===== config.mk =====
export PLATFORM = sky130hd
export DESIGN_NAME = ex_dispatch
export DESIGN_NICKNAME = d
export VERILOG_FILES = /design/src/rtl/ex_dispatch_pkg.sv /design/src/rtl/ex_dispatch_alu_core.sv /design/src/rtl/ex_dispatch.sv
export SDC_FILE = /design/constraint.sdc
export NUM_CORES = 1
export LEC_CHECK = 0
export CELL_PAD_IN_SITES_DETAIL_PLACEMENT = 2
export CELL_PAD_IN_SITES_GLOBAL_PLACEMENT = 2
export CORE_ASPECT_RATIO = 1.1
export CORE_MARGIN = 3
export CORE_UTILIZATION = 29
export DETAILED_ROUTE_END_ITERATION = 12
export GPL_TIMING_DRIVEN = 0
export PLACE_DENSITY_LB_ADDON = 0.1
export RECOVER_POWER = 50
export REMOVE_ABC_BUFFERS = 1
export SLEW_MARGIN = 20
export SYNTH_ARGS = -nofsm -noshare
export SYNTH_HDL_FRONTEND = slang
export SYNTH_SLANG_ARGS = --single-unit

===== constraint.sdc =====
create_clock -name clk -period 4.7 [get_ports clk]
set_input_delay 1.175 -clock clk [delete_from_list [all_inputs] [get_ports clk]]
set_output_delay 1.175 -clock clk [all_outputs]
set_load 0.005 [all_outputs]

===== src/rtl/ex_dispatch_pkg.sv =====
// Shared types for the execute-side dispatch block: ALU op encoding, branch
// types, RS/CDB packet structs and the EX-stage register layout.
package ex_dispatch_pkg;

  localparam int unsigned NUM_RS = 4;
  localparam int unsigned XLEN   = 32;
  localparam int unsigned ROB_W  = 5;

  typedef enum logic [3:0] {
    ALU_ADD  = 4'd0,
    ALU_SUB  = 4'd1,
    ALU_AND  = 4'd2,
    ALU_OR   = 4'd3,
    ALU_XOR  = 4'd4,
    ALU_SLL  = 4'd5,
    ALU_SRL  = 4'd6,
    ALU_SRA  = 4'd7,
    ALU_SLT  = 4'd8,
    ALU_SLTU = 4'd9
  } alu_op_e;

  localparam logic [1:0] BR_NONE = 2'd0;
  localparam logic [1:0] BR_BEQ  = 2'd1;
  localparam logic [1:0] BR_BNE  = 2'd2;
  localparam logic [1:0] BR_BLT  = 2'd3;

  typedef struct packed {
    alu_op_e          ALU_op;
    logic [ROB_W-1:0] ROB_entry;
    logic [1:0]       branch_type;
    logic [XLEN-1:0]  rs1;
    logic [XLEN-1:0]  rs2;
    logic             load;
    logic             valid_operands;
  } rs_out_t;

  typedef struct packed {
    logic [ROB_W-1:0] dest_ROB_entry;
    logic [XLEN-1:0]  result;
    logic             load_step1;
  } CDB_packet_t;

  typedef struct packed {
    alu_op_e          alu_op;
    logic [ROB_W-1:0] rob_entry;
    logic [1:0]       branch_type;
    logic [XLEN-1:0]  rs1;
    logic [XLEN-1:0]  rs2;
    logic             load;
  } ex_reg_t;

  function automatic ex_reg_t to_ex(input rs_out_t r);
    ex_reg_t e;
    e.alu_op      = r.ALU_op;
    e.rob_entry   = r.ROB_entry;
    e.branch_type = r.branch_type;
    e.rs1         = r.rs1;
    e.rs2         = r.rs2;
    e.load        = r.load;
    return e;
  endfunction

endpackage


===== src/rtl/ex_dispatch_alu_core.sv =====
// Combinational ALU: loads compute an effective address, branches resolve
// their outcome with a zero result, everything else goes through the op table.
module alu_core
  import ex_dispatch_pkg::*;
(
  input  alu_op_e         alu_op,
  input  logic [1:0]      branch_type,
  input  logic            load,
  input  logic [XLEN-1:0] op_a,
  input  logic [XLEN-1:0] op_b,
  output logic [XLEN-1:0] result,
  output logic            branch_taken
);

  logic [4:0] shamt;

  always_comb begin
    shamt        = op_b[4:0];
    result       = '0;
    branch_taken = 1'b0;
    if (load) begin
      result = op_a + op_b;
    end else if (branch_type != BR_NONE) begin
      case (branch_type)
        BR_BEQ:  branch_taken = (op_a == op_b);
        BR_BNE:  branch_taken = (op_a != op_b);
        default: branch_taken = ($signed(op_a) < $signed(op_b));
      endcase
    end else begin
      case (alu_op)
        ALU_ADD:  result = op_a + op_b;
        ALU_SUB:  result = op_a - op_b;
        ALU_AND:  result = op_a & op_b;
        ALU_OR:   result = op_a | op_b;
        ALU_XOR:  result = op_a ^ op_b;
        ALU_SLL:  result = op_a << shamt;
        ALU_SRL:  result = op_a >> shamt;
        ALU_SRA:  result = XLEN'($signed(op_a) >>> shamt);
        ALU_SLT:  result = {{(XLEN-1){1'b0}}, ($signed(op_a) < $signed(op_b))};
        ALU_SLTU: result = {{(XLEN-1){1'b0}}, (op_a < op_b)};
        default:  result = '0;
      endcase
    end
  end

endmodule


===== src/rtl/ex_dispatch.sv =====
// Picks one ready reservation station per cycle, runs it through EX and holds
// the result in OUT until the CDB grants it. EX_DISPATCH_RR_EN selects
// round-robin arbitration; otherwise RS0 has fixed highest priority.
module ex_dispatch
  import ex_dispatch_pkg::*;
(
  input  logic        clk,
  input  logic        reset,
  input  logic        mispredicted,
  input  rs_out_t     rs0_data,
  input  rs_out_t     rs1_data,
  input  rs_out_t     rs2_data,
  input  rs_out_t     rs3_data,
  output logic [3:0]  consumed_bus,
  output logic        cdb_req,
  input  logic        cdb_grant,
  output CDB_packet_t cdb_out,
  output logic        branch_taken
);

  logic        ex_valid_q, ex_valid_d;
  ex_reg_t     ex_q, ex_d;
  logic        out_valid_q, out_valid_d;
  CDB_packet_t out_q, out_d;
  logic        br_q, br_d;
`ifdef EX_DISPATCH_RR_EN
  logic [1:0]  rr_ptr_q, rr_ptr_d;
`endif

  logic [3:0]      ready;
  logic [1:0]      base, idx, gidx;
  logic            found, granted;
  logic            out_free, ex_ready, ex_move, sel_en;
  logic [XLEN-1:0] alu_result;
  logic            alu_br;

  assign out_free = ~out_valid_q | cdb_grant;
  assign ex_ready = ~ex_valid_q | out_free;
  assign ex_move  = ex_valid_q & out_free;
  // Holding selection off during flush/reset keeps the stations' data intact.
  assign sel_en   = ex_ready & ~mispredicted & ~reset;

  always_comb begin
    ready = {rs3_data.valid_operands, rs2_data.valid_operands,
             rs1_data.valid_operands, rs0_data.valid_operands};
`ifdef EX_DISPATCH_RR_EN
    base = rr_ptr_q;
`else
    base = '0;
`endif
    idx   = '0;
    gidx  = '0;
    found = 1'b0;
    for (int unsigned k = 0; k < NUM_RS; k++) begin
      idx = base + 2'(k);
      if (!found && ready[idx]) begin
        found = 1'b1;
        gidx  = idx;
      end
    end
    granted      = found & sel_en;
    consumed_bus = '0;
    if (granted) consumed_bus[gidx] = 1'b1;
  end

  alu_core u_alu (
    .alu_op       (ex_q.alu_op),
    .branch_type  (ex_q.branch_type),
    .load         (ex_q.load),
    .op_a         (ex_q.rs1),
    .op_b         (ex_q.rs2),
    .result       (alu_result),
    .branch_taken (alu_br)
  );

  always_comb begin
    ex_d = ex_q;
    if (granted) begin
      case (gidx)
        2'd0:    ex_d = to_ex(rs0_data);
        2'd1:    ex_d = to_ex(rs1_data);
        2'd2:    ex_d = to_ex(rs2_data);
        default: ex_d = to_ex(rs3_data);
      endcase
    end
    ex_valid_d  = ~mispredicted & (granted | (ex_valid_q & ~out_free));

    out_d = out_q;
    br_d  = br_q;
    if (ex_move) begin
      out_d.dest_ROB_entry = ex_q.rob_entry;
      out_d.result         = alu_result;
      out_d.load_step1     = ex_q.load;
      br_d                 = alu_br;
    end
    out_valid_d = ~mispredicted & (ex_move | (out_valid_q & ~cdb_grant));
`ifdef EX_DISPATCH_RR_EN
    rr_ptr_d = granted ? gidx + 2'd1 : rr_ptr_q;
`endif
  end

  always_ff @(posedge clk) begin
    if (reset) begin
      ex_valid_q  <= 1'b0;
      ex_q        <= '0;
      out_valid_q <= 1'b0;
      out_q       <= '0;
      br_q        <= 1'b0;
`ifdef EX_DISPATCH_RR_EN
      rr_ptr_q    <= '0;
`endif
    end else begin
      ex_valid_q  <= ex_valid_d;
      ex_q        <= ex_d;
      out_valid_q <= out_valid_d;
      out_q       <= out_d;
      br_q        <= br_d;
`ifdef EX_DISPATCH_RR_EN
      rr_ptr_q    <= rr_ptr_d;
`endif
    end
  end

  assign cdb_req      = out_valid_q;
  assign cdb_out      = out_q;
  assign branch_taken = br_q;

endmodule


Yosys cells after proc, flatten, opt, wreduce, memory -nomap -nowiden --
Index checks and enable logic that the tools add are counted.
Word-level totals: RAM bits 0, memory bits (read-only) 0, flip-flop bits (word level) 117, bits in latches 0, memories kept 0, input bits 312
Operators by class: multiply operators 0, muxes and demuxes 17, reduce and logical (&&, ||, !) cells 10, add/sub/neg operators 2, order comparisons 4, equal/unequal tests 15, shifts and indexed selects 3, bitwise gates (word level) 21, divide/modulo/power cells 0
Operator list (number):
- $pmux W32 S10 | 1
- $pmux W76 S3 | 1
- $lt A32 B32 Y1 | 2
- $mux W32 | 2
- $add A32 B32 Y32 | 1
- $and A32 B32 Y32 | 1
- $eq A32 B32 Y1 | 1
- $ne A32 B32 Y1 | 1
- $or A32 B32 Y32 | 1
- $shl A32 B5 Y32 | 1
- $shr A32 B5 Y32 | 1
- $sshr A32 B5 Y32 | 1
- $sub A32 B32 Y32 | 1
- $xor A32 B32 Y32 | 1
- $eq A4 B3 Y1 const B | 4
- $and A1 B1 Y1 | 8
- $eq A4 B2 Y1 const B | 2
- $eq A4 B4 Y1 const B | 2
- $mux W1 | 8
- $not A1 Y1 | 6
- $eq A2 B1 Y1 const B | 2
- $eq A2 B2 Y1 const B | 2
- $eq A4 B1 Y1 const B | 1
- $logic_and A1 B1 Y1 | 4
- other kinds (11) | 17

Depth between registers and ports, before layout --
depth in word-level cells 15, mapped depth 15

Modules after synthesis --
A second synthesis with hierarchy kept.
Unflattened totals: cells, all modules 2208, area, all modules 15521.1 sq um
Modules (own cells, without submodules):
- alu_core | instances 1, area each 9217.6 sq um, cells an instance 1411, seq. area each 0.0 sq um
- ex_dispatch | instances 1, area each 6303.5 sq um, cells an instance 797, seq. area each 2342.2 sq um

Worst setup path after synthesis --
OpenSTA, ideal clock, no wires.
path kind register to register, start point reg ex_q[3] (netlist name), end point reg out_q (netlist bit cdb_out[25]), arrival time 3.615 ns, clock period less this slack 3.744 ns, cell stages (with the launch flop) 15, slack 0.956 ns, setup time 0.129 ns, data required time 4.571 ns, buffers on the path 3, cell sequence dfxtp_1 > buf_2 > inv_1 > buf_1 > clkbuf_1 > ha_1 > a211oi_1 > o21ai_1 > a2111oi_2 > o41ai_1 > a21oi_1 > xnor2_1 > a21o_1 > a2111oi_0 > nor2_1
On the way: cells in the longest elaborated chain, start to end 4, elaborated cells on any way between the ends 8
Ends and longest elaborated chain:
- start: declaration | RTL line ex_dispatch.sv:22 | ex_reg_t ex_q, ex_d;
- start signal: assignment | RTL line ex_dispatch.sv:105 | ex_q <= '0;
- start signal: assignment | RTL line ex_dispatch.sv:114 | ex_q <= ex_d;
- $sub A32 B32 Y32, or another cell as far along | RTL line ex_dispatch_alu_core.sv:32 | ALU_SUB: result = op_a - op_b;
- $pmux W32 S10 | RTL line ex_dispatch_alu_core.sv:30 | case (alu_op)
- $mux W32 | RTL line ex_dispatch_alu_core.sv:23 | end else if (branch_type != BR_NONE) begin
- $mux W32 (*) | RTL line ex_dispatch_alu_core.sv:21 | if (load) begin
- end signal: assignment | RTL line ex_dispatch.sv:116 | out_q <= out_d;
- end: declaration | RTL line ex_dispatch.sv:24 | CDB_packet_t out_q, out_d;
Every way passes the cells marked *; elsewhere a longest branch is shown, timed or not. A chain may end at the register's enable or synchronous reset.

Final worst setup path --
start point reg ex_q[5] (netlist name), end point reg out_q (netlist bit cdb_out[29])
Same word-level chain as after synthesis.

==> metrics.md <==
| Metric | Value |
|---|---|
| DP Cell Count | `2875` |
| Critical path type | `reg -> reg` |
| Worst-Margin Slew | `1210 ps` |
| First-pass GRT wire length | `120 mm` |
| Largest net degree at the start of global routing | `80` |
| Mean area per synthesized cell | `~7.5 um^2` |
| Post-route core utilization | `0.393` |
| Switch share | `0.417` |
| Part of the Yosys area used for sequential elements | `0.156` |
| Reg2reg start | `ex_q[5]` |
| Initial DRC count | `approximately 1400` |
| Die Y | `between 200 and 250 um` |
| Most frequent cells in the layout | `311 x clkdlybuf4s50_1, 266 x nor2_1, 194 x nand2_1` |
| Dominant cell type by area after synthesis | `dfxtp_1` |
| Worst Hold Class | `reg -> reg` |
| Clock share of power | `0.279` |
| Met1 Resource Use GR | `0.364` |
| CTS max path bufs | `2` |
| Die area | `54700 um^2` |
| Leak | `7.27 nW` |
| Int Pwr | `2.72 mW` |
| Status | `completed` |
| Gate power share | `0.454` |
| Total grt overflow | `0` |
| Crit-path max FO | `33` |
| Clock Latency Late Sink | `~490 ps` |
| H-tree Lvls | `4` |
| Final setup viols | `0` |
| Most used routing layer | `met2` |
| #FFs+latches synth | `around 120` |
| Pwr dens | `roughly 230 nW/um^2` |
| F_max | `roughly 0.22 GHz` |
| Fin area | `between 15000 and 20000 um^2` |
| Initial antenna violation count | `5` |
| DP Area | `19300 um^2` |
| Worst EP required | `5040 ps` |
| Total wire length | `slightly above 80 mm` |
| DRC | `0` |
| Min Tclk post-route | `4540 ps` |
| Primary FF master, synth | `dfxtp_1` |
| WHS | `460 ps` |
| DRT antenna net count | `0` |
| Cell Rows | `86` |
| IO buf count | `approximately 360` |
| CTS sink cnt | `117` |
| RePlAce Congestion | `about 0.94` |
| Hold violation count in the final report | `0` |
| Synth async-reset ratio | `0` |
| Synthesized area | `15000 um^2` |
| Cells after Synth | `2004` |
| CTS clk-pin slew, worst paths | `approximately 60 ps` |
| GRT met3 Usage | `0.0510` |
| Setup TNS Final | `0 ps` |
| GR Util All Layers | `0.288` |
| IO Pins | `356` |
| Most common cell after layout, fill and taps aside | `clkdlybuf4s50_1` |
| Slew Viols, Final | `0` |
| CTS Root Cell | `clkbuf_16` |
| Critical Path Sink Type | `flop` |
| Skew final | `15.8 ps` |
| Critical path arrival | `4890 ps` |
| Yosys Warn Count | `0` |
| Vias in the first global route | `18900` |
| Final Non-Filler Cells | `2912` |
| Startpoint Class | `flop` |
| Highest ir drop seen on vdd | `0.000205 V` |
| Post-synth EDFFs | `0` |
| Part of the cycle the worst path needs | `0.966` |
| Synthesis-to-finish area growth | `32.5%` |
| Unique cell type count in the Yosys netlist | `88` |
| Met2 Usage GRT | `0.492` |
| CTS tree | `built` |
| Initial core utilization | `0.297` |
| CORE AREA | `around 51000 um^2` |
| Psw | `roughly 2 mW` |
| Slew HR | `0.191` |
| WL per Instance | `28.1 um` |
| Share of layout cells above drive strength 1 | `0.0982` |
| Post-DP HPWL | `63.3 mm` |
| Register share of total power | `0.268` |
| Die Wd | `roughly 220 um` |
| Max-Cap Viols | `0` |
| Drt pass-1 iters | `8` |
| Cts bufs inserted | `17` |
| Hold_sp | `cdb_out[37]` |
| Vias | `18000` |
| Layout net count | `2655` |
| Yosys top cell area share | `0.156` |
| Via density | `6.19` |
| Top post-synthesis cells by area | `dfxtp_1 16%, mux4_2 9.9%, ha_1 8.6%` |
| Worst Setup SP | `ex_q[5]` |
==> power by group through the flow <==
stage	Sequential [mW]	Clock [mW]	Combinational, mW
2_1_floorplan	1.21	0	1.18
3_3_place_gp	1.31	0	2.03
3_5_place_dp	1.28	0	2.07
4_1_cts	1.25	1.34	2.08
5_1_grt	1.26	1.38	2.28
6_report	1.25	1.30	2.12
==> sequential cells by signal (all words and copies together), names as in the netlist <==
signal	cells
ex_valid_q	1
cdb_req	1
branch_taken	1
cdb_out	38
ex_q	76
==> final cells by class <==
type | instances | area, um^2
diodes | 2 | 5.00
clock buffers | 19 | 453
clock inverters | 12 | 105
fillers | 5793 | 30700
inverters | 100 | 375
multi-input cells | 1578 | 11600
flip-flops and latches | 117 | 2360
well taps | 660 | 826
repair buffers | 424 | 4210
==> final timing paths <==
check	end	slack, ps	cells after the start
worst max-delay path	cdb_out[29]	160	11
worst min-delay path	cdb_out[37]	460	2
worst max register to register	cdb_out[29]	160	11
worst min register to register	cdb_out[37]	460	2
==> layer usage <==
metal  up-vias  wire length (um)
met1      9188             34200
met2       602             39800
met3       140              4820
li1       8089                 -
met5         -                13
met4         2              2940
==> stage by stage <==
step / setup WS [ps] / power [mW]
6_report: 158 / 4.66
5_1_grt: -10.2 / 4.93
4_1_cts: -10.7 / 4.68
3_5_place_dp: -668 / 3.34
3_3_place_gp: -30620 / 3.34
2_1_floorplan: -16380 / 2.39
==> critical path, stage by stage, from the launching register on <==
cell and delay [ps]:
dfxtp_2 580, buf_12 250, inv_1 410, ha_2 590
o21ai_1 130, o21ai_1 400, a2111oi_4 180, o41ai_2 600
a21boi_1 270, and3_1 230, o41ai_1 580, a31oi_1 140
==> cell usage after synthesis (26+ instances only) <==
library cell / n
nor2_1: 266
a211oi_1: 28
mux4_2: 66
o21ai_1: 26
clkbuf_1: 158
mux2i_1: 41
xnor2_1: 32
a222oi_1: 77
a311oi_1: 79
o21ai_0: 82
dfxtp_1: 117
nand2_1: 195
nor3_1: 52
a21oi_1: 126
a221oi_1: 30
inv_1: 93
ha_1: 103
==> logic make-up after synthesis <==
| kind of cell | count (synthesis) | synth area share |
|---|---|---|
| muxes | 125 | 0.140 |
| and+or+nand+nor | 652 | 0.193 |
| DFF | 117 | 0.156 |
| buffers and inverters | 309 | 0.0827 |
| xor gates and xnor gates | 40 | 0.0233 |
| AOI/OAI and AO/OA | 656 | 0.318 |
| adders and majority gates | 105 | 0.0883 |
==> repair_timing <==
item,in CTS,in global routing
hold buffers,0,0
pin swaps,1,1
gates resized for setup,1,11
endpoints found under the setup margin,5,17
cloned,0,0
setup buffers,1,4
(Power assumes the default switching activity.)
